--- src/rtl/sreg_pkg.sv ---
// Shared types and sizing for the pixel shift-register controller.
package sreg_pkg;

  localparam int PIX_W     = 42;
  localparam int SYM_W     = 2;
  localparam int NSYM      = PIX_W / SYM_W;
  localparam int SYM_IDX_W = $clog2(NSYM);

  typedef enum logic [1:0] {IDLE, LOAD, HOLD, SHIFT} sreg_state_t;

  typedef logic [PIX_W-1:0] pix_t;

endpackage

--- src/rtl/sreg_ctrl_pix_hold_buf.sv ---
// Single-entry valid/ready holding buffer for one pixel word.
module pix_hold_buf #(
  parameter int W = sreg_pkg::PIX_W
) (
  input  logic         sclk,
  input  logic         rst_n,
  input  logic         accept,
  input  logic         consume,
  input  logic [W-1:0] wr_data,
  output logic         full,
  output logic [W-1:0] data
);
  import sreg_pkg::*;

  logic         full_q, full_d;
  logic [W-1:0] data_q, data_d;

  // accept and consume never coincide: accept requires the buffer to be empty
  always_comb begin
    full_d = full_q;
    data_d = data_q;
    if (accept) begin
      full_d = 1'b1;
      data_d = wr_data;
    end else if (consume) begin
      full_d = 1'b0;
    end
  end

  always_ff @(posedge sclk or negedge rst_n) begin
    if (!rst_n) begin
      full_q <= 1'b0;
      data_q <= '0;
    end else begin
      full_q <= full_d;
      data_q <= data_d;
    end
  end

  assign full = full_q;
  assign data = data_q;

endmodule

--- src/rtl/sreg_ctrl.sv ---
// Serializes buffered pixel words into the shift register, two bits per symbol.
module sreg_ctrl #(
  parameter int PIX_W = sreg_pkg::PIX_W,
  parameter int SYM_W = sreg_pkg::SYM_W
) (
  input  logic                              sclk,
  input  logic                              rst_n,
  input  logic                              pix_valid,
  output logic                              pix_ready,
  input  logic [PIX_W-1:0]                  pix_data,
  output logic [PIX_W-1:0]                  pix_in,
  output logic                              load,
  output logic                              shift,
  output logic                              sym_strobe,
  output logic [$clog2(PIX_W/SYM_W)-1:0]    sym_idx,
  output logic                              frame_done,
  output logic                              busy
);
  import sreg_pkg::*;

  localparam int N_SYM = PIX_W / SYM_W;
  localparam int IDX_W = $clog2(N_SYM);
  localparam logic [IDX_W-1:0] LAST = IDX_W'(N_SYM - 1);

  if (PIX_W % SYM_W != 0) begin : g_bad_width
    $error("PIX_W must be a multiple of SYM_W");
  end

  sreg_state_t      state_q, state_d;
  logic [IDX_W-1:0] sym_cnt_q, sym_cnt_d;
  logic             load_q, load_d;
  logic             shift_q, shift_d;
  logic             strobe_q, strobe_d;
  logic [IDX_W-1:0] idx_q, idx_d;
  logic             done_q, done_d;
  logic             buf_full;
  logic             last_sym;

  pix_hold_buf #(.W(PIX_W)) u_buf (
    .sclk    (sclk),
    .rst_n   (rst_n),
    .accept  (pix_valid && !buf_full),
    .consume (state_q == LOAD),
    .wr_data (pix_data),
    .full    (buf_full),
    .data    (pix_in)
  );

  assign last_sym = (sym_cnt_q == LAST);

  // The register only refreshes sreg_out in a cycle with neither load nor
  // shift, so every symbol is followed by a HOLD before the next shift.
  always_comb begin
    state_d   = state_q;
    sym_cnt_d = sym_cnt_q;
    unique case (state_q)
      IDLE:  if (buf_full) state_d = LOAD;
      LOAD: begin
        state_d   = HOLD;
        sym_cnt_d = '0;
      end
      HOLD: begin
        if (!last_sym)     state_d = SHIFT;
        else if (buf_full) state_d = LOAD;
        else               state_d = IDLE;
      end
      SHIFT: begin
        state_d   = HOLD;
        sym_cnt_d = sym_cnt_q + 1'b1;
      end
      default: state_d = IDLE;
    endcase
    load_d   = (state_d == LOAD);
    shift_d  = (state_d == SHIFT);
    strobe_d = (state_q == HOLD);
    idx_d    = sym_cnt_q;
    done_d   = (state_q == HOLD) && last_sym;
  end

  always_ff @(posedge sclk or negedge rst_n) begin
    if (!rst_n) begin
      state_q   <= IDLE;
      sym_cnt_q <= '0;
      load_q    <= 1'b0;
      shift_q   <= 1'b0;
      strobe_q  <= 1'b0;
      idx_q     <= '0;
      done_q    <= 1'b0;
    end else begin
      state_q   <= state_d;
      sym_cnt_q <= sym_cnt_d;
      load_q    <= load_d;
      shift_q   <= shift_d;
      strobe_q  <= strobe_d;
      idx_q     <= idx_d;
      done_q    <= done_d;
    end
  end

  assign pix_ready  = !buf_full;
  assign load       = load_q;
  assign shift      = shift_q;
  assign sym_strobe = strobe_q;
  assign sym_idx    = idx_q;
  assign frame_done = done_q;
  assign busy       = (state_q != IDLE) || buf_full;

endmodule

--- config.mk ---
export PLATFORM = sky130hd
export DESIGN_NAME = sreg_ctrl
export DESIGN_NICKNAME = d
export VERILOG_FILES = /design/src/rtl/sreg_pkg.sv /design/src/rtl/sreg_ctrl_pix_hold_buf.sv /design/src/rtl/sreg_ctrl.sv
export SDC_FILE = /design/constraint.sdc
export NUM_CORES = 1
export LEC_CHECK = 0
export CORE_MARGIN = 4
export CORE_UTILIZATION = 35
export CTS_BUF_LIST = sky130_fd_sc_hd__clkbuf_4 sky130_fd_sc_hd__clkbuf_8
export DETAILED_ROUTE_END_ITERATION = 8
export GPL_ROUTABILITY_DRIVEN = 0
export PLACE_DENSITY = 0.67
export SYNTH_ARGS = -nofsm -noshare
export SYNTH_HDL_FRONTEND = slang
export SYNTH_SLANG_ARGS = --single-unit
--- constraint.sdc ---
create_clock -name sclk -period 1.47 [get_ports sclk]
set_input_delay 0.147 -clock sclk [delete_from_list [all_inputs] [get_ports sclk]]
set_output_delay 0.147 -clock sclk [all_outputs]
set_load 0.05 [all_outputs]
==> results of run 1 <==
==> registers in the layout, summed over array words and instances, names as in the netlist <==
register,cells
u_buf.full,1
sym_strobe,1
u_buf.data,42
sym_idx,5
state_q,2
load,1
shift,1
idx_d,5
frame_done,1
==> worst max-delay path, cell delays in order (launching register included) <==
cell     delay, ns
dfrtp_1       0.39
buf_6         0.12
or3_4         0.33
buf_8         0.16
==> final timing paths <==
path | startpoint | end | slack (ns) | cells after the start
worst max register to register | u_buf.full | u_buf.data[14] | 0.06 | 4
worst min-delay path | rst_n | u_buf.data[35] | 0.32 | 2
min in group sclk | pix_data[3] | u_buf.data[3] | 0.43 | 2
worst max-delay path | u_buf.full | busy | -0.001 | 3
max in group asynchronous | rst_n | u_buf.data[32] | 0.54 | 3
worst min register to register | idx_d[1] | sym_idx[1] | 0.43 | 0
==> per-layer routing <==
metal,vias to the layer above,track usage,wire length [um]
met5,-,0,0
met4,0,0.0678,96
met3,9,0.0425,304
met2,57,0.221,2730
met1,761,0.180,2350
li1,713,-,-
==> synth_stat cells, drive strengths merged (2+ instances only) <==
library cell / instances
buf: 7
nand2b: 2
nand3: 5
mux2: 42
ha: 2
o311ai: 2
o21ai: 2
nor2: 4
inv: 5
dfrtp: 59
==> layout make-up <==
cell class | count | area share
Sequential cell | 59 | 0.410
Clock inverter | 5 | 0.0209
Multi-Input combinational cell | 71 | 0.228
Tap cell | 77 | 0.0268
Timing Repair Buffer | 107 | 0.267
Clock buffer | 11 | 0.0421
Inverter | 5 | 0.00521
==> report_power, final <==
group	switching, mW	internal (mW)
logic	3.32	2.03
registers	0.434	2.39
clock network	0.601	1.04
==> stage by stage <==
step	area [sq um]	power, mW
floorplan	2410	6.56
global placement	3330	8.12
detailed placement	3330	8.18
CTS	3600	9.90
global route	3600	10.2
finish	3600	9.81
==> layout by cell type, fill, tap and decap left out, types with 3 or more instances in the layout <==
master	count
nor2_1	4
dfrtp_1	59
clkinv_2	3
clkdlybuf4s50_1	43
mux2_4	40
buf_12	3
buf_4	57
inv_1	5
nand3_1	5
clkbuf_8	11
==> what timing repair did <==
action,in CTS,in global routing
endpoints found under the hold margin,20,0
endpoints found under the setup margin,1,1
gates cloned,0,0
buffers inserted,2,0
hold buffers,1,0
pin swaps,0,0
resized for setup,4,0
==> cell families (layout without fill, tap and decap cells) <==
logic type / after synthesis / count (layout)
and+or+nand+nor: 18 / 18
DFF: 59 / 59
buffers and inverters: 12 / 128
AOI/OAI and AO/OA: 8 / 8
muxes: 43 / 43
adders and majority gates: 2 / 2
==> flow_metrics.py, run 1 <==
metrics = {
    "floorplan": {
        "fp.dieW_um": 90.9,
        "fp.dieArea_sq_um": 8260,
        "die_y_um": 90.9,
        "rows": 29,
        "initial_core_util": 0.370,
        "ios": 98,
        "core_area_sq_um": 6490,
    },
    "routing": {
        "drc": 0,
        "routedWlPerCell_um": 16.4,
        "vias": 1540,
        "avgViaCountPerCell": 4.60,
        "drtIter0Drc": 17,
        "totalWireLength_mm": 5.49,
        "ant_nets": 0,
        "dr.pass1.iters": 6,
    },
    "yosys": {
        "synth_top_family_by_area": "multiplexers",
        "synth_edf_count": 0,
        "yosysSeqAreaShare": 0.614,
        "synth.net_count": 189,
        "synthDominantCellAreaShare": 0.614,
        "synth.avg_cell_area_sq_um": 16.9,
        "synthSimpleGateAreaFrac": 0.0400,
        "synth_top_area_cell": "dfrtp_1",
        "ys_async_sr_fraction": 1.00,
        "synth_area_sq_um": 2410,
        "synth_compound_area_frac": 0.0229,
        "synth_cell_type_count": 25,
        "synth_flop_cell": "dfrtp_1",
        "yosys_warnings": 0,
        "synthCells": 142,
        "synth-adder-area-share": 0.0104,
        "synth_area_leaders": "dfrtp_1 (61%), mux2_4 (25%), buf_12 (3.3%)",
        "yosys-mux-area-fraction": 0.263,
        "yosys.area_share.xor_xnor": 0,
        "synth_seq_cells": 59,
    },
    "flow_run": {
        "cap_violations": 0,
    },
    "outcome": {
        "violations": "setup timing",
        "status": "finished, violations left",
    },
    "timing": {
        "fmax_mhz": 680,
        "setup_slack_ns": -0.000991,
        "setup_tns_ns": -0.000991,
        "relSlewSlack": 0.671,
        "fin_crit_ns": 1.47,
        "final_hold_viol_count": 0,
        "worstMarginPinSlew_ns": 0.493,
        "setup_viol": 1,
        "clock_skew_ns": 0.0102,
        "slew_violations": 0,
        "rsz0062_at_grt": "yes",
        "timing.hold.ws_ns": 0.322,
        "period_share": 1.00,
    },
    "cells_and_area": {
        "num_antenna_cells": 0,
        "syn2layout_area_growth_pct": 49.6,
        "multiInputGateArea_sq_um": 822,
        "nFillCells": 532,
        "instances_no_fill": 335,
        "finalCoreUtilization": 0.554,
        "fin_nets": 300,
        "layout-drive-gt1-share": 0.477,
        "seq_area_sq_um": 1480,
    },
    "power_and_ir_drop": {
        "power_density_nw_per_um2": 2720,
        "power_leakage_nw": 1.70,
        "irDropWorstVdd_mv": 1.03,
    },
    "placed_design": {
        "dp_hpwl_mm": 3.93,
        "dp_slack_ns": -0.0888,
        "dp_cells": 316,
        "io_buffer_count": 97,
    },
    "worst_setup_path": {
        "end_kind": "primary output",
        "criticalPathCategory": "flip-flop to primary output",
        "required_ns": 1.32,
        "cp_max_fo": 2,
        "start_kind": "flip-flop",
        "cp_data_arrival_time_ns": 1.32,
    },
    "clocking": {
        "cts_buffers": 9,
        "clk_pin_slew_ns": 0.07,
        "cts-root-buf": "clkbuf_8",
        "cts.sinks": 59,
        "cts_tree": "yes",
        "cts_buffer_depth": 2,
        "h-tree-depth": 3,
        "insertion_delay_ns": 0.33,
    },
    "global_route": {
        "grt_pass1_wl_mm": 9.01,
        "antenna_found_initial": 0,
        "grt.total_usage": 0.141,
        "grt_pass1_vias": 1561,
        "grt_max_degree": 35,
        "overflow": 0,
    },
    "min_path": {
        "min_path_type": "input pin to asynchronous set/reset pin",
    },
}
No activity file was read; power rests on OpenSTA's default activity.
==> run 2, diff against run 1 <==
- SETUP_SLACK_MARGIN: not set -> 0.15
==> flow_metrics.py, run 2 (synthesis results as in run 1) <==
metrics = {
    "power_and_ir_drop": {
        "power_mw": 9.98,
        "seqPwrFrac": 0.284,
        "power_density_nw_per_um2": 2660,
        "pwr-share-clk": 0.165,
        "intPower_mw": 5.56,
        "irDropWorstVdd_mv": 1.03,
        "combinationalPowerShare": 0.551,
        "switching_power_mw": 4.42,
        "power_leakage_nw": 1.76,
        "swShare": 0.443,
    },
    "floorplan": {
        "fp.dieArea_sq_um": 8260,
        "die_y_um": 90.9,
        "core_area_sq_um": 6490,
        "initial_core_util": 0.370,
        "rows": 29,
        "ios": 98,
        "fp.dieW_um": 90.9,
    },
    "global_route": {
        "grt.total_usage": 0.141,
        "overflow": 0,
        "grt_pass1_wl_mm": 9.01,
        "use_met1": 0.179,
        "grt_pass1_vias": 1561,
        "use_met3": 0.0425,
        "antenna_found_initial": 0,
        "grt_use_met2": 0.222,
        "busiest_layer": "met2",
        "grt_max_degree": 35,
    },
    "cells_and_area": {
        "largest_register_ffs": 42,
        "stdcell_area_sq_um": 3750,
        "nFillCells": 517,
        "fin_nets": 306,
        "num_antenna_cells": 0,
        "syn2layout_area_growth_pct": 56.0,
        "finalCoreUtilization": 0.578,
        "final_common_cell": "dfrtp_1",
        "mostFrequentLayoutCells": "dfrtp_1 (59), buf_4 (56), clkdlybuf4s50_1 (43)",
        "layout-drive-gt1-share": 0.496,
    },
    "placed_design": {
        "post_dp_cell_area_sq_um": 3330,
        "dp_hpwl_mm": 3.93,
        "io_buffer_count": 97,
    },
    "worst_setup_path": {
        "cp_data_arrival_time_ns": 1.33,
        "r2r_setup_slack_ns": 0.05,
        "rr_endpoint": "u_buf.data[36]",
        "slowest_stage": "dfrtp_1",
        "cp_cell_sequence": "buf_6 -> or3_4 -> buf_8",
        "criticalPathCategory": "flip-flop to primary output",
        "start_kind": "flip-flop",
        "end_kind": "primary output",
        "crit_path_max_incr_delay_ns": 0.39,
        "cp_max_fo": 2,
        "r2r_start": "u_buf.full",
        "reg2regPathDepth": 5,
        "required_ns": 1.32,
    },
    "timing": {
        "fmax_mhz": 678,
        "worstMarginPinSlew_ns": 0.512,
        "final_hold_viol_count": 0,
        "relSlewSlack": 0.658,
        "timing.hold.ws_ns": 0.326,
        "setup_tns_ns": -0.00457,
        "setup_viol": 1,
        "rsz0062_at_grt": "yes",
        "clock_skew_ns": 0.0103,
        "fin_crit_ns": 1.47,
        "period_share": 1.00,
        "setup_slack_ns": -0.00457,
        "slew_violations": 0,
    },
    "clocking": {
        "h-tree-depth": 3,
        "cts_buffers": 9,
        "cts-root-buf": "clkbuf_8",
        "cts.sinks": 59,
        "insertion_delay_ns": 0.33,
        "cts_buffer_depth": 2,
        "cts_tree": "yes",
        "clk_pin_slew_ns": 0.07,
    },
    "routing": {
        "dr.pass1.iters": 4,
        "routedWlPerCell_um": 17.6,
        "ant_nets": 0,
        "avgViaCountPerCell": 4.64,
        "vias": 1581,
        "totalWireLength_mm": 5.99,
        "drc": 0,
        "drtIter0Drc": 23,
    },
    "outcome": {
        "status": "finished, violations left",
        "violations": "setup timing",
    },
    "flow_run": {
        "cap_violations": 0,
    },
    "min_path": {
        "min_path_type": "input pin to asynchronous set/reset pin",
    },
}
-- run 2: cell types whose count changed in the layout (fill, tap and decap cells not counted) --
cell       change
buf_12         +3
clkbuf_16      +3
inv_1          -2
mux2_2         -2
mux2_4         +2
buf_4          -1
buf_8          +1
inv_2          +1
inv_4          +1
o311ai_0       -1
o311ai_1       +1
-- run 2: what timing repair did --
| item | 4_1_cts | 5_1_grt |
|---|---|---|
| hold endpoints to repair | 20 | 0 |
| setup buffers | 2 | 1 |
| pin swaps | 0 | 1 |
| resized for setup | 7 | 9 |
| hold buffers | 1 | 0 |
| setup endpoints to repair | 1 | 40 |
| cloned | 0 | 5 |
-- run 2: power by group through the flow --
stage	Sequential, mW	Combinational [mW]	Clock, mW
after detailed placement	2.85	5.33	0
after CTS	2.82	5.40	1.68
after floorplan	5.20	1.36	0
after global routing	2.94	5.70	1.77
after global placement	2.85	5.27	0
final	2.83	5.50	1.65
-- run 2: layout make-up --
cell class | count | area [sq um] | share of cell area
flip-flops and latches | 59 | 1480 | 0.393
repair buffers | 113 | 1100 | 0.294
multi-input cells | 71 | 830 | 0.221
clock buffers | 11 | 151 | 0.0403
well taps | 77 | 96.3 | 0.0257
clock inverters | 5 | 75.1 | 0.0200
inverters | 5 | 21.3 | 0.00567
-- run 2: worst max-delay path by stage --
stage | slack (ns) | to | cells past startpoint | start
floorplan | 0.22 | u_buf.data[0] | 4 | u_buf.full
global placement | -0.09 | u_buf.data[18] | 4 | pix_valid
detailed placement | -0.09 | u_buf.data[12] | 4 | pix_valid
CTS | -0.01 | busy | 3 | u_buf.full
global route | -0.05 | busy | 3 | u_buf.full
finish | -0.005 | busy | 3 | u_buf.full
-- run 2: worst max-delay path: cells and delay by family (launching register included) --
| family | cells | cell delay, ns |
|---|---|---|
| buffers and inverters | 2 | 0.28 |
| and+or+nand+nor | 1 | 0.33 |
| DFF | 1 | 0.39 |
-- run 2: stage by stage --
| stage | setup slack [ns] | instances |
|---|---|---|
| 5_1_grt | -0.0539 | 341 |
| 4_1_cts | -0.00976 | 335 |
| 2_1_floorplan | 0.216 | 142 |
| 6_report | -0.00457 | 341 |
| 3_5_place_dp | -0.0888 | 316 |
| 3_3_place_gp | -0.0886 | 316 |
-- run 2: layer usage --
layer  wire (um)  vias up
li1            -      728
met3         305        9
met1        2620      791
met2        2970       53
met4          95        0
met5           0        -
==> run 3, diff against run 2 <==
- CELL_PAD_IN_SITES_DETAIL_PLACEMENT: not set -> 1
- CELL_PAD_IN_SITES_GLOBAL_PLACEMENT: not set -> 2
- CORE_MARGIN: 4 -> 1.5
- CORE_UTILIZATION: 35 -> 29
- PLACE_DENSITY: 0.67 -> not set
- PLACE_DENSITY_LB_ADDON: not set -> 0.1
==> flow_metrics.py, run 3 (synthesis results as in run 1) <==
metrics = {
    "outcome": {
        "status": "finished, violations left",
        "violations": "setup timing",
    },
    "cells_and_area": {
        "mostFrequentLayoutCells": "dfrtp_1 (59), buf_4 (59), clkdlybuf4s50_1 (43)",
        "stdcell_area_sq_um": 3870,
        "seq_area_sq_um": 1480,
        "fin_nets": 314,
        "nFillCells": 830,
        "instances_no_fill": 377,
        "multiInputGateArea_sq_um": 832,
        "num_antenna_cells": 0,
        "syn2layout_area_growth_pct": 60.7,
        "largest_register_ffs": 42,
        "layout-drive-gt1-share": 0.515,
    },
    "timing": {
        "fmax_mhz": 673,
        "setup_slack_ns": -0.0164,
        "relSlewSlack": 0.782,
        "final_hold_viol_count": 0,
        "worstMarginPinSlew_ns": 0.323,
        "timing.hold.ws_ns": 0.360,
        "clock_skew_ns": 0.00306,
        "slew_violations": 0,
        "rsz0062_at_grt": "yes",
        "period_share": 1.01,
        "fin_crit_ns": 1.49,
        "setup_viol": 1,
    },
    "floorplan": {
        "ios": 98,
        "fp.dieArea_sq_um": 8850,
        "fp.dieW_um": 94.1,
        "rows": 33,
        "die_y_um": 94.1,
        "initial_core_util": 0.296,
        "core_area_sq_um": 8130,
    },
    "routing": {
        "highest_layer": "met4",
        "ant_nets": 0,
        "vias": 1625,
        "met3RoutedLength_um": 265,
        "wl_met2_mm": 2.84,
        "drtIter0Drc": 22,
        "totalWireLength_mm": 5.92,
        "avgViaCountPerCell": 4.31,
        "wl_met1_mm": 2.68,
        "dr.pass1.iters": 4,
        "drc": 0,
        "routedWlPerCell_um": 15.7,
    },
    "power_and_ir_drop": {
        "power_mw": 10.1,
        "power_leakage_nw": 1.80,
        "irDropWorstVdd_mv": 0.950,
        "power_density_nw_per_um2": 2610,
    },
    "worst_setup_path": {
        "r2r_start": "u_buf.full",
        "required_ns": 1.32,
        "reg2regPathDepth": 5,
        "criticalPathCategory": "flip-flop to primary output",
        "rr_endpoint": "u_buf.data[10]",
        "start_kind": "flip-flop",
        "crit_start": "u_buf.full",
        "cp_data_arrival_time_ns": 1.34,
        "end_kind": "primary output",
        "cp_max_fo": 2,
        "r2r_setup_slack_ns": 0.05,
    },
    "flow_run": {
        "cap_violations": 0,
    },
    "clocking": {
        "cts_buffer_depth": 2,
        "cts.sinks": 59,
        "h-tree-depth": 3,
        "clk_pin_slew_ns": 0.07,
        "cts-root-buf": "clkbuf_8",
        "cts_buffers": 9,
        "insertion_delay_ns": 0.33,
        "cts_tree": "yes",
    },
    "min_path": {
        "min_path_type": "input pin to asynchronous set/reset pin",
    },
    "global_route": {
        "overflow": 0,
        "grt_pass1_vias": 1722,
        "grt_max_degree": 60,
        "grt_pass1_wl_mm": 9.30,
        "antenna_found_initial": 0,
        "grt.total_usage": 0.143,
    },
    "placed_design": {
        "io_buffer_count": 97,
        "post_dp_cell_area_sq_um": 3390,
        "dp_hpwl_mm": 3.85,
        "dp_cells": 346,
        "dp_slack_ns": -0.123,
    },
}
==> run 3: layout make-up <==
cell class | instances | share of cell area
Timing Repair Buffer | 121 | 0.305
Sequential cell | 59 | 0.382
Inverter | 5 | 0.00550
Tap cell | 105 | 0.0340
Multi-Input combinational cell | 71 | 0.215
Clock inverter | 5 | 0.0194
Clock buffer | 11 | 0.0391
==> run 3: worst max-delay path, stage by stage, from the launching register on <==
cell	delay, ns
dfrtp_1	0.39
buf_6	0.12
or3_4	0.34
buf_8	0.16
==> run 3: how the worst max path moves through the flow <==
stage	endpoint	cells after the start	slack, ns
floorplan	u_buf.data[0]	4	0.22
global placement	u_buf.data[14]	4	-0.08
detailed placement	u_buf.data[0]	4	-0.12
CTS	busy	3	-0.04
global route	busy	3	-0.05
finish	busy	3	-0.02
==> run 3: where the power goes <==
part | internal [mW] | switching, mW | total [mW]
clock network | 1.04 | 0.642 | 1.68
logic | 2.22 | 3.34 | 5.56
registers | 2.39 | 0.446 | 2.84
==> run 3: through the flow <==
| stage | TNS [ns] | utilization |
|---|---|---|
| final | -0.0164 | 0.475 |
| after global routing | -0.0527 | 0.475 |
| after CTS | -0.0367 | 0.461 |
| after detailed placement | -3.88 | 0.417 |
| after global placement | -2.41 | 0.417 |
| after floorplan | 0 | - |
==> run 3: what timing repair did <==
action / 4_1_cts / 5_1_grt
gates cloned: 1 / 3
endpoints found under the setup margin: 10 / 47
hold buffers: 1 / 0
hold endpoints to repair: 59 / 0
pin swaps: 0 / 1
resized for setup: 13 / 6
setup buffers: 5 / 5
==> run 3: per-layer routing <==
layer / vias up / global-route usage
li1: 746 / -
met1: 815 / 0.191
met2: 52 / 0.212
met3: 12 / 0.0356
met4: 0 / 0.0759
met5: - / 0
